==> src/rtl/general_register_file_if.sv <==
// Decode/execute-side bundle for the general register file: per-port read requests with
// registered results, plus a single merging write port.
interface general_register_file_if #(
  parameter int unsigned READ_PORTS = 2
);
  logic [READ_PORTS-1:0]    rd_en;
  logic [3*READ_PORTS-1:0]  rd_code;
  logic [READ_PORTS-1:0]    rd_w;
  logic [READ_PORTS-1:0]    rd_size32;
  logic [32*READ_PORTS-1:0] rd_data;
  logic [READ_PORTS-1:0]    rd_valid;

  logic        wr_en;
  logic [2:0]  wr_code;
  logic        wr_w;
  logic        wr_size32;
  logic [31:0] wr_data;

  modport master (
    output rd_en, rd_code, rd_w, rd_size32,
    output wr_en, wr_code, wr_w, wr_size32, wr_data,
    input  rd_data, rd_valid
  );

  modport slave (
    input  rd_en, rd_code, rd_w, rd_size32,
    input  wr_en, wr_code, wr_w, wr_size32, wr_data,
    output rd_data, rd_valid
  );
endinterface

==> src/rtl/general_register_file.sv <==
// Eight 32-bit x86 general registers (EAX..EDI) with byte/word/dword sub-register access,
// READ_PORTS registered read ports, one merging write port and optional write-to-read bypass.
module general_register_file #(
  parameter int unsigned READ_PORTS = 2,
  parameter bit          BYPASS     = 1'b1,
  parameter logic [31:0] RESET_ESP  = 32'h0000_0000
) (
  input logic clock,
  input logic reset,
  general_register_file_if.slave bus
);

  logic [31:0]           regs_q    [8];
  logic [31:0]           regs_d    [8];
  logic [31:0]           rd_data_q [READ_PORTS];
  logic [31:0]           rd_data_d [READ_PORTS];
  logic [READ_PORTS-1:0] rd_valid_q;

  // Byte codes 4..7 (AH..BH) alias the second byte of registers 0..3.
  function automatic logic [2:0] phys_idx(input logic [2:0] code, input logic w);
    return w ? code : {1'b0, code[1:0]};
  endfunction

  function automatic logic [31:0] merge_field(input logic [31:0] old_val,
                                              input logic [2:0]  code,
                                              input logic        w,
                                              input logic        size32,
                                              input logic [31:0] data);
    logic [31:0] res;
    res = old_val;
    if (!w) begin
      if (code[2]) res[15:8] = data[7:0];
      else         res[7:0]  = data[7:0];
    end else if (size32) begin
      res = data;
    end else begin
      res[15:0] = data[15:0];
    end
    return res;
  endfunction

  function automatic logic [31:0] extract_field(input logic [31:0] val,
                                                input logic [2:0]  code,
                                                input logic        w,
                                                input logic        size32);
    logic [31:0] res;
    if (!w) begin
      res = code[2] ? {24'h0, val[15:8]} : {24'h0, val[7:0]};
    end else if (size32) begin
      res = val;
    end else begin
      res = {16'h0, val[15:0]};
    end
    return res;
  endfunction

  // Next register contents; only the write target can differ from regs_q.
  always_comb begin
    for (int i = 0; i < 8; i++) begin
      regs_d[i] = regs_q[i];
    end
    if (bus.wr_en) begin
      regs_d[phys_idx(bus.wr_code, bus.wr_w)] =
          merge_field(regs_q[phys_idx(bus.wr_code, bus.wr_w)], bus.wr_code, bus.wr_w,
                      bus.wr_size32, bus.wr_data);
    end
  end

  // Bypass reads from regs_d, so overlap is resolved on the physical register, not the field.
  always_comb begin
    for (int p = 0; p < READ_PORTS; p++) begin
      rd_data_d[p] = rd_data_q[p];
      if (bus.rd_en[p]) begin
        if (BYPASS) begin
          rd_data_d[p] = extract_field(regs_d[phys_idx(bus.rd_code[3*p +: 3], bus.rd_w[p])],
                                       bus.rd_code[3*p +: 3], bus.rd_w[p], bus.rd_size32[p]);
        end else begin
          rd_data_d[p] = extract_field(regs_q[phys_idx(bus.rd_code[3*p +: 3], bus.rd_w[p])],
                                       bus.rd_code[3*p +: 3], bus.rd_w[p], bus.rd_size32[p]);
        end
      end
    end
  end

  always_ff @(posedge clock) begin
    if (reset) begin
      for (int i = 0; i < 8; i++) begin
        regs_q[i] <= (i == 4) ? RESET_ESP : 32'h0;
      end
      for (int p = 0; p < READ_PORTS; p++) begin
        rd_data_q[p] <= 32'h0;
      end
      rd_valid_q <= '0;
    end else begin
      for (int i = 0; i < 8; i++) begin
        regs_q[i] <= regs_d[i];
      end
      for (int p = 0; p < READ_PORTS; p++) begin
        rd_data_q[p] <= rd_data_d[p];
      end
      rd_valid_q <= bus.rd_en;
    end
  end

  always_comb begin
    bus.rd_data = '0;
    for (int p = 0; p < READ_PORTS; p++) begin
      bus.rd_data[32*p +: 32] = rd_data_q[p];
    end
  end

  assign bus.rd_valid = rd_valid_q;

endmodule

==> src/flat_wrapper.sv <==
// flat-port wrapper written by rule: the top's interface ports become plain ports
module general_register_file_flat 
#(
  parameter int unsigned READ_PORTS = 2,
  parameter bit          BYPASS     = 1'b1,
  parameter logic [31:0] RESET_ESP  = 32'h0000_0000
)
  (clock, reset, bus_rd_en, bus_rd_code, bus_rd_w, bus_rd_size32, bus_wr_en, bus_wr_code, bus_wr_w, bus_wr_size32, bus_wr_data, bus_rd_data, bus_rd_valid);
  general_register_file_if #(.READ_PORTS(READ_PORTS)) bus_i ();
  input logic clock;
  input logic reset;
  input wire logic [$bits(bus_i.rd_en)-1:0] bus_rd_en;
  input wire logic [$bits(bus_i.rd_code)-1:0] bus_rd_code;
  input wire logic [$bits(bus_i.rd_w)-1:0] bus_rd_w;
  input wire logic [$bits(bus_i.rd_size32)-1:0] bus_rd_size32;
  input wire logic [$bits(bus_i.wr_en)-1:0] bus_wr_en;
  input wire logic [$bits(bus_i.wr_code)-1:0] bus_wr_code;
  input wire logic [$bits(bus_i.wr_w)-1:0] bus_wr_w;
  input wire logic [$bits(bus_i.wr_size32)-1:0] bus_wr_size32;
  input wire logic [$bits(bus_i.wr_data)-1:0] bus_wr_data;
  output wire logic [$bits(bus_i.rd_data)-1:0] bus_rd_data;
  output wire logic [$bits(bus_i.rd_valid)-1:0] bus_rd_valid;
  assign bus_i.rd_en = bus_rd_en;
  assign bus_i.rd_code = bus_rd_code;
  assign bus_i.rd_w = bus_rd_w;
  assign bus_i.rd_size32 = bus_rd_size32;
  assign bus_i.wr_en = bus_wr_en;
  assign bus_i.wr_code = bus_wr_code;
  assign bus_i.wr_w = bus_wr_w;
  assign bus_i.wr_size32 = bus_wr_size32;
  assign bus_i.wr_data = bus_wr_data;
  assign bus_rd_data = bus_i.rd_data;
  assign bus_rd_valid = bus_i.rd_valid;
  general_register_file #(.READ_PORTS(READ_PORTS), .BYPASS(BYPASS), .RESET_ESP(RESET_ESP)) u_core (.clock(clock), .reset(reset), .bus(bus_i));
endmodule
==> config.mk <==
export PLATFORM = sky130hd
export DESIGN_NAME = general_register_file_flat
export DESIGN_NICKNAME = d
export VERILOG_FILES = /design/src/rtl/general_register_file_if.sv /design/src/rtl/general_register_file.sv /design/src/flat_wrapper.sv
export SDC_FILE = /design/constraint.sdc
export NUM_CORES = 1
export LEC_CHECK = 0
export ABC_AREA = 1
export CAP_MARGIN = 10
export CORE_AREA = 2 2 211 213
export DETAILED_ROUTE_END_ITERATION = 16
export DIE_AREA = 0 0 213 215
export GPL_ROUTABILITY_DRIVEN = 0
export GPL_TIMING_DRIVEN = 0
export HOLD_SLACK_MARGIN = 0.12
export SYNTH_ARGS = -nofsm -noshare
export SYNTH_HDL_FRONTEND = slang
export SYNTH_SLANG_ARGS = --single-unit
export TNS_END_PERCENT = 20
==> constraint.sdc <==
create_clock -name clock -period 2.7 [get_ports clock]
set_clock_uncertainty 0.2 [all_clocks]
set_input_delay 0.54 -clock clock [delete_from_list [all_inputs] [get_ports clock]]
set_output_delay 0.54 -clock clock [all_outputs]
set_load 0.05 [all_outputs]
# Word-level counts from Yosys, hierarchy flattened
# Memories as Yosys holds them, arrays and structs flattened.
# Cells that the tools add are included.
[totals]
ff_bits = 2
ramBits = 320
wordCells = 62
n_memories = 2
[mem_list]
columns = ["memory", "words", "word_bits", "rd", "rd_ports_with_merged_regs", "wr", "line_no", "text"]
rows = [
  ["u_core.regs_q", 8, 32, 9, 0, 8, "general_register_file.sv:13", "logic [31:0] regs_q [8];"],
  ["u_core.rd_data_q", 2, 32, 2, 0, 2, "general_register_file.sv:15", "logic [31:0] rd_data_q [READ_PORTS];"],
]
[op_classes]
n_lt_le_gt_ge = 4
muxes = 41
bitwise = 13
n_reduce_logical = 1
[ops]
columns = ["cell", "n"]
rows = [
  ["two-way mux 32 bit", 21],
  ["bitwise mux 256 bit", 1],
  ["two-way mux 256 bit", 1],
  ["binary-select mux 32 bit (select 3 bit)", 2],
  ["demux 32 bit (select 3 bit)", 1],
  ["two-way mux 16 bit", 5],
  ["two-way mux 8 bit", 4],
  ["greater-or-equal comparator 4 bit, second input constant", 3],
  ["inverter 3 -> 4 bit", 3],
  ["OR 1 bit", 10],
  ["two-way mux 3 bit", 3],
  ["< comparator 4 x 1 -> 1 bit, second input constant", 1],
  ["two-way mux 1 bit", 3],
  ["logical AND 1 bit", 1],
]

# Depth between registers and ports, before layout
[logic_depth]
word_depth = 15
depth_mapped = 17
depth_no_buf = 15

# Worst setup path after synthesis
# OpenSTA, ideal clock, no wires.
[synth_path]
kind = "input to register"
start = "input port bus_wr_code[1]"
end = "memory u_core.rd_data_q[1][22], in the netlist u_core.rd_data_q[0][54]"
arrival_ns = 1.981
required_ns = 2.368
setup_slack_ns = 0.387
cell_stages = 14
path_buffers = 4
cell_sequence = "buf_4 -> inv_2 -> buf_6 -> nand2_4 -> nor2_2 -> inv_2 -> buf_4 -> buf_2 -> nand2_1 -> nand3_1 -> nand3_1 -> nand3_1 -> nand3_1 -> a21oi_1"
[synth_rtl]
columns = ["element", "line_no", "text"]
rows = [
  ["start, declared", "flat_wrapper.sv:17", "input wire logic [$bits(bus_i.wr_code)-1:0] bus_wr_code;"],
  ["end, declared", "general_register_file.sv:15", ""],
]

==> run_results.csv <==
group,metric,value,unit
setup_path,slowest_stage,"clkbuf_1",
detailed_routing,routed_via_density,6.479,
timing,hold_viol,0,
logic_synthesis,yosys_warnings,0,
logic_synthesis,yosysTopAreaCellShare,33.25,%
layout,final_cell_mix,"1,073 x nand3_1, 829 x nand2_1, 322 x dfxtp_1",
pwr,ir_worst_vdd,360.3,µV
setup_path,max_stage_delay,0.65,ns
cts,cts_buffers,40,
detailed_routing,dr.pass1.iters,8,
setup_path,critPathLaunchType,"input port",
setup_path,crit_type,"input port to register",
timing,grt_setup_unrepaired,"yes",
logic_synthesis,seq_area_frac_synth,33.25,%
cts,clock_path_buffers,3,
pwr,powerDensity,565.5,mW/mm²
cts,hold_buffers,0,
run_status,violations,"negative setup slack",
global_routing,grt_pass1_vias,23437,
timing,fin_ws,-0.1237,ns
placed_design,io_buffers,110,
floorplanning,dieWidth,213,µm
run_status,outcome,"finished, violations left",
setup_path,crit_chain,"clkdlybuf4s50_1, clkbuf_1, clkbuf_1, nor2_1, o21ai_0, nand2_1, nand3_1, a21oi_1",
logic_synthesis,synth_cell_types,29,
cts,htreeDepth,2,
setup_path,worstSetupEndpointType,"register",
setup_path,critPathBufInv,3,
cts,cts_tree,"yes",
layout,final_common_cell,"nand3_1",
layout,n_fill_cell,4528,
layout,fin_nets,3327,
floorplanning,initial_core_util,44.43,%
global_routing,grt_max_degree,20,
cts,root_buffer,"clkbuf_16",
timing,finalSetupViolCount,12,
floorplanning,rows,77,
setup_path,cp_max_fo,10,
logic_synthesis,synth_edf_count,0,
timing,max_freq,354.1,MHz
detailed_routing,wl_per_cell,27.01,µm
logic_synthesis,synth_flop_cell,"dfxtp_1",
timing,relSlewSlack,18.78,%
detailed_routing,drt_drc_violations_left,0,
logic_synthesis,yosys.area.top_type,"dfxtp_1",
floorplanning,die_y,215,µm
timing,tightest_slew,1.218,ns
logic_synthesis,synth.ff_latch_count,322,
global_routing,antenna_found_initial,4,
timing,post-route-min-period,2.824,ns
placed_design,pre_cts_slack,-1.055,ns
pwr,p_leak,9.528,nW
global_routing,grt-ovfl-total,0,
layout,area_growth_syn_to_layout,17.41,%
cts,clk_pin_slew,0.06,ns
cts,clock_latency,0.62,ns
placed_design,place_hpwl,76660,µm
setup_path,arrival,3.08,ns
setup_path,path_delay_family,"buffers and inverters",
logic_synthesis,synth.cell_area,0.01939,mm²
floorplanning,dieArea,0.04580,mm²
cts,clock_sinks,322,
detailed_routing,drtIter0Drc,4635,
global_routing,grt_pass1_wl,150400,µm
flow_run,cap_viol_max_count,0,
timing,timing.final.crit_share,104.6,%
timing,hold_slack,0.2643,ns
hold_path,hold_path.class,"register to register",
floorplanning,pin_count,118,
layout,drive_gt1_share,10.73,%
floorplanning,core-area,0.04364,mm²
detailed_routing,vias,25234,
logic_synthesis,syn_nets,3172,
setup_path,cp.required,2.95,ns
global_routing,grt_usage,45.20,%
logic_synthesis,synth_cells,3120,
detailed_routing,final_antenna_net_count,0,
logic_synthesis,synth_area_leaders,"dfxtp_1 33%, nand3_1 28%, nand2_1 16%",
setup_path,crit_path_frequent_cell,"clkbuf_1",
timing,drv_slew,0,
layout,multiInputGateArea,0.01161,mm²
layout,design_area,0.02276,mm²
logic_synthesis,synthArstFlopShare,0,%
logic_synthesis,avgSynthCellArea,6.214,µm²
layout,seqCellArea,0.006446,mm²
placed_design,dpl_cell_area,0.02123,mm²
detailed_routing,drt-total-wl,105200,µm
-- logic make-up after synthesis --
| logic type | after synthesis | synth area share (%) |
|---|---|---|
| and+or+nand+nor | 2191 | 51.44 |
| DFF | 322 | 33.25 |
| buffers and inverters | 316 | 7.421 |
| AOI/OAI and AO/OA | 288 | 7.737 |
| muxes | 3 | 0.1549 |
-- cell type report --
| cell class | count | area share (%) |
|---|---|---|
| repair buffers | 116 | 5.150 |
| flip-flops and latches | 322 | 28.32 |
| well taps | 592 | 3.254 |
| diodes | 3 | 0.03298 |
| plain buffers | 236 | 5.617 |
| clock buffers | 53 | 4.793 |
| inverters | 77 | 1.292 |
| multi-input cells | 2482 | 50.98 |
| clock inverters | 14 | 0.5606 |
-- path summary, 6_finish.rpt --
path	from	to	slack, ns	depth (start not counted)
max	bus_rd_code[0]	u_core.rd_data_q[0][15]	-0.12	8
min	u_core.rd_data_q[0][18]	u_core.rd_data_q[0][18]	0.26	2
max reg2reg	u_core.regs_q[1][12]	u_core.rd_data_q[0][44]	-0.11	10
min reg2reg	u_core.rd_data_q[0][18]	u_core.rd_data_q[0][18]	0.26	2
-- repair_timing --
action,CTS,global route
setup endpoints to repair,65,57
setup buffers,5,1
pin swaps,3,4
gates resized for setup,45,81
hold endpoints to repair,0,0
-- per-layer routing --
layer  vias up  share of wire, %  global-route usage (%)
met5         -             0.013                  0.1078
met2      2147                41                   66.21
met4         2                11                   39.30
met1     11530                34                   53.61
li1      10872                 -                       -
met3       683                14                   13.28
-- stage by stage --
stage	TNS (ns)	total power [mW]	instances	utilization, %
after global placement	-127.16	7.404	3822	48.65
after detailed placement	-137.86	7.423	3822	48.65
after floorplan	0	6.440	3120	-
after CTS	0	12.59	3892	51.79
final	-0.4828	12.87	3895	52.16
after global routing	-0.5567	13.05	3893	52.15
-- power breakdown --
group          total (mW)  switching [mW]  internal (mW)
Clock                5.33            2.32           3.02
Sequential           4.93          0.0535           4.87
Combinational        2.61            1.92          0.688
Total                12.9            4.29           8.58
-- cells in the mapped netlist, types with 4 or more instances --
cell type     n
buf_6        15
nand2_1     833
nor2_2        4
clkbuf_1    109
buf_2        48
inv_2        13
nand2_2      17
or2_2        77
inv_1        60
buf_4        20
nor2_4        6
a21oi_1     233
buf_1        47
nor2_1      154
nand3_2      11
o22ai_1       5
o21ai_0      38
nand3_1    1086
dfxtp_1     322
-- worst reg2reg max path: cells and delay by family (launching register included) --
family	cells	cell delay, ns
AOI/OAI and AO/OA	2	0.92
and+or+nand+nor	8	1.27
DFF	1	0.34
-- state kept, by name, indices dropped and copies added, names as in the netlist --
register,cells
u_core.bus.rd_valid,2
u_core.rd_data_q,64
u_core.regs_q,256
(Power assumes the default switching activity.)
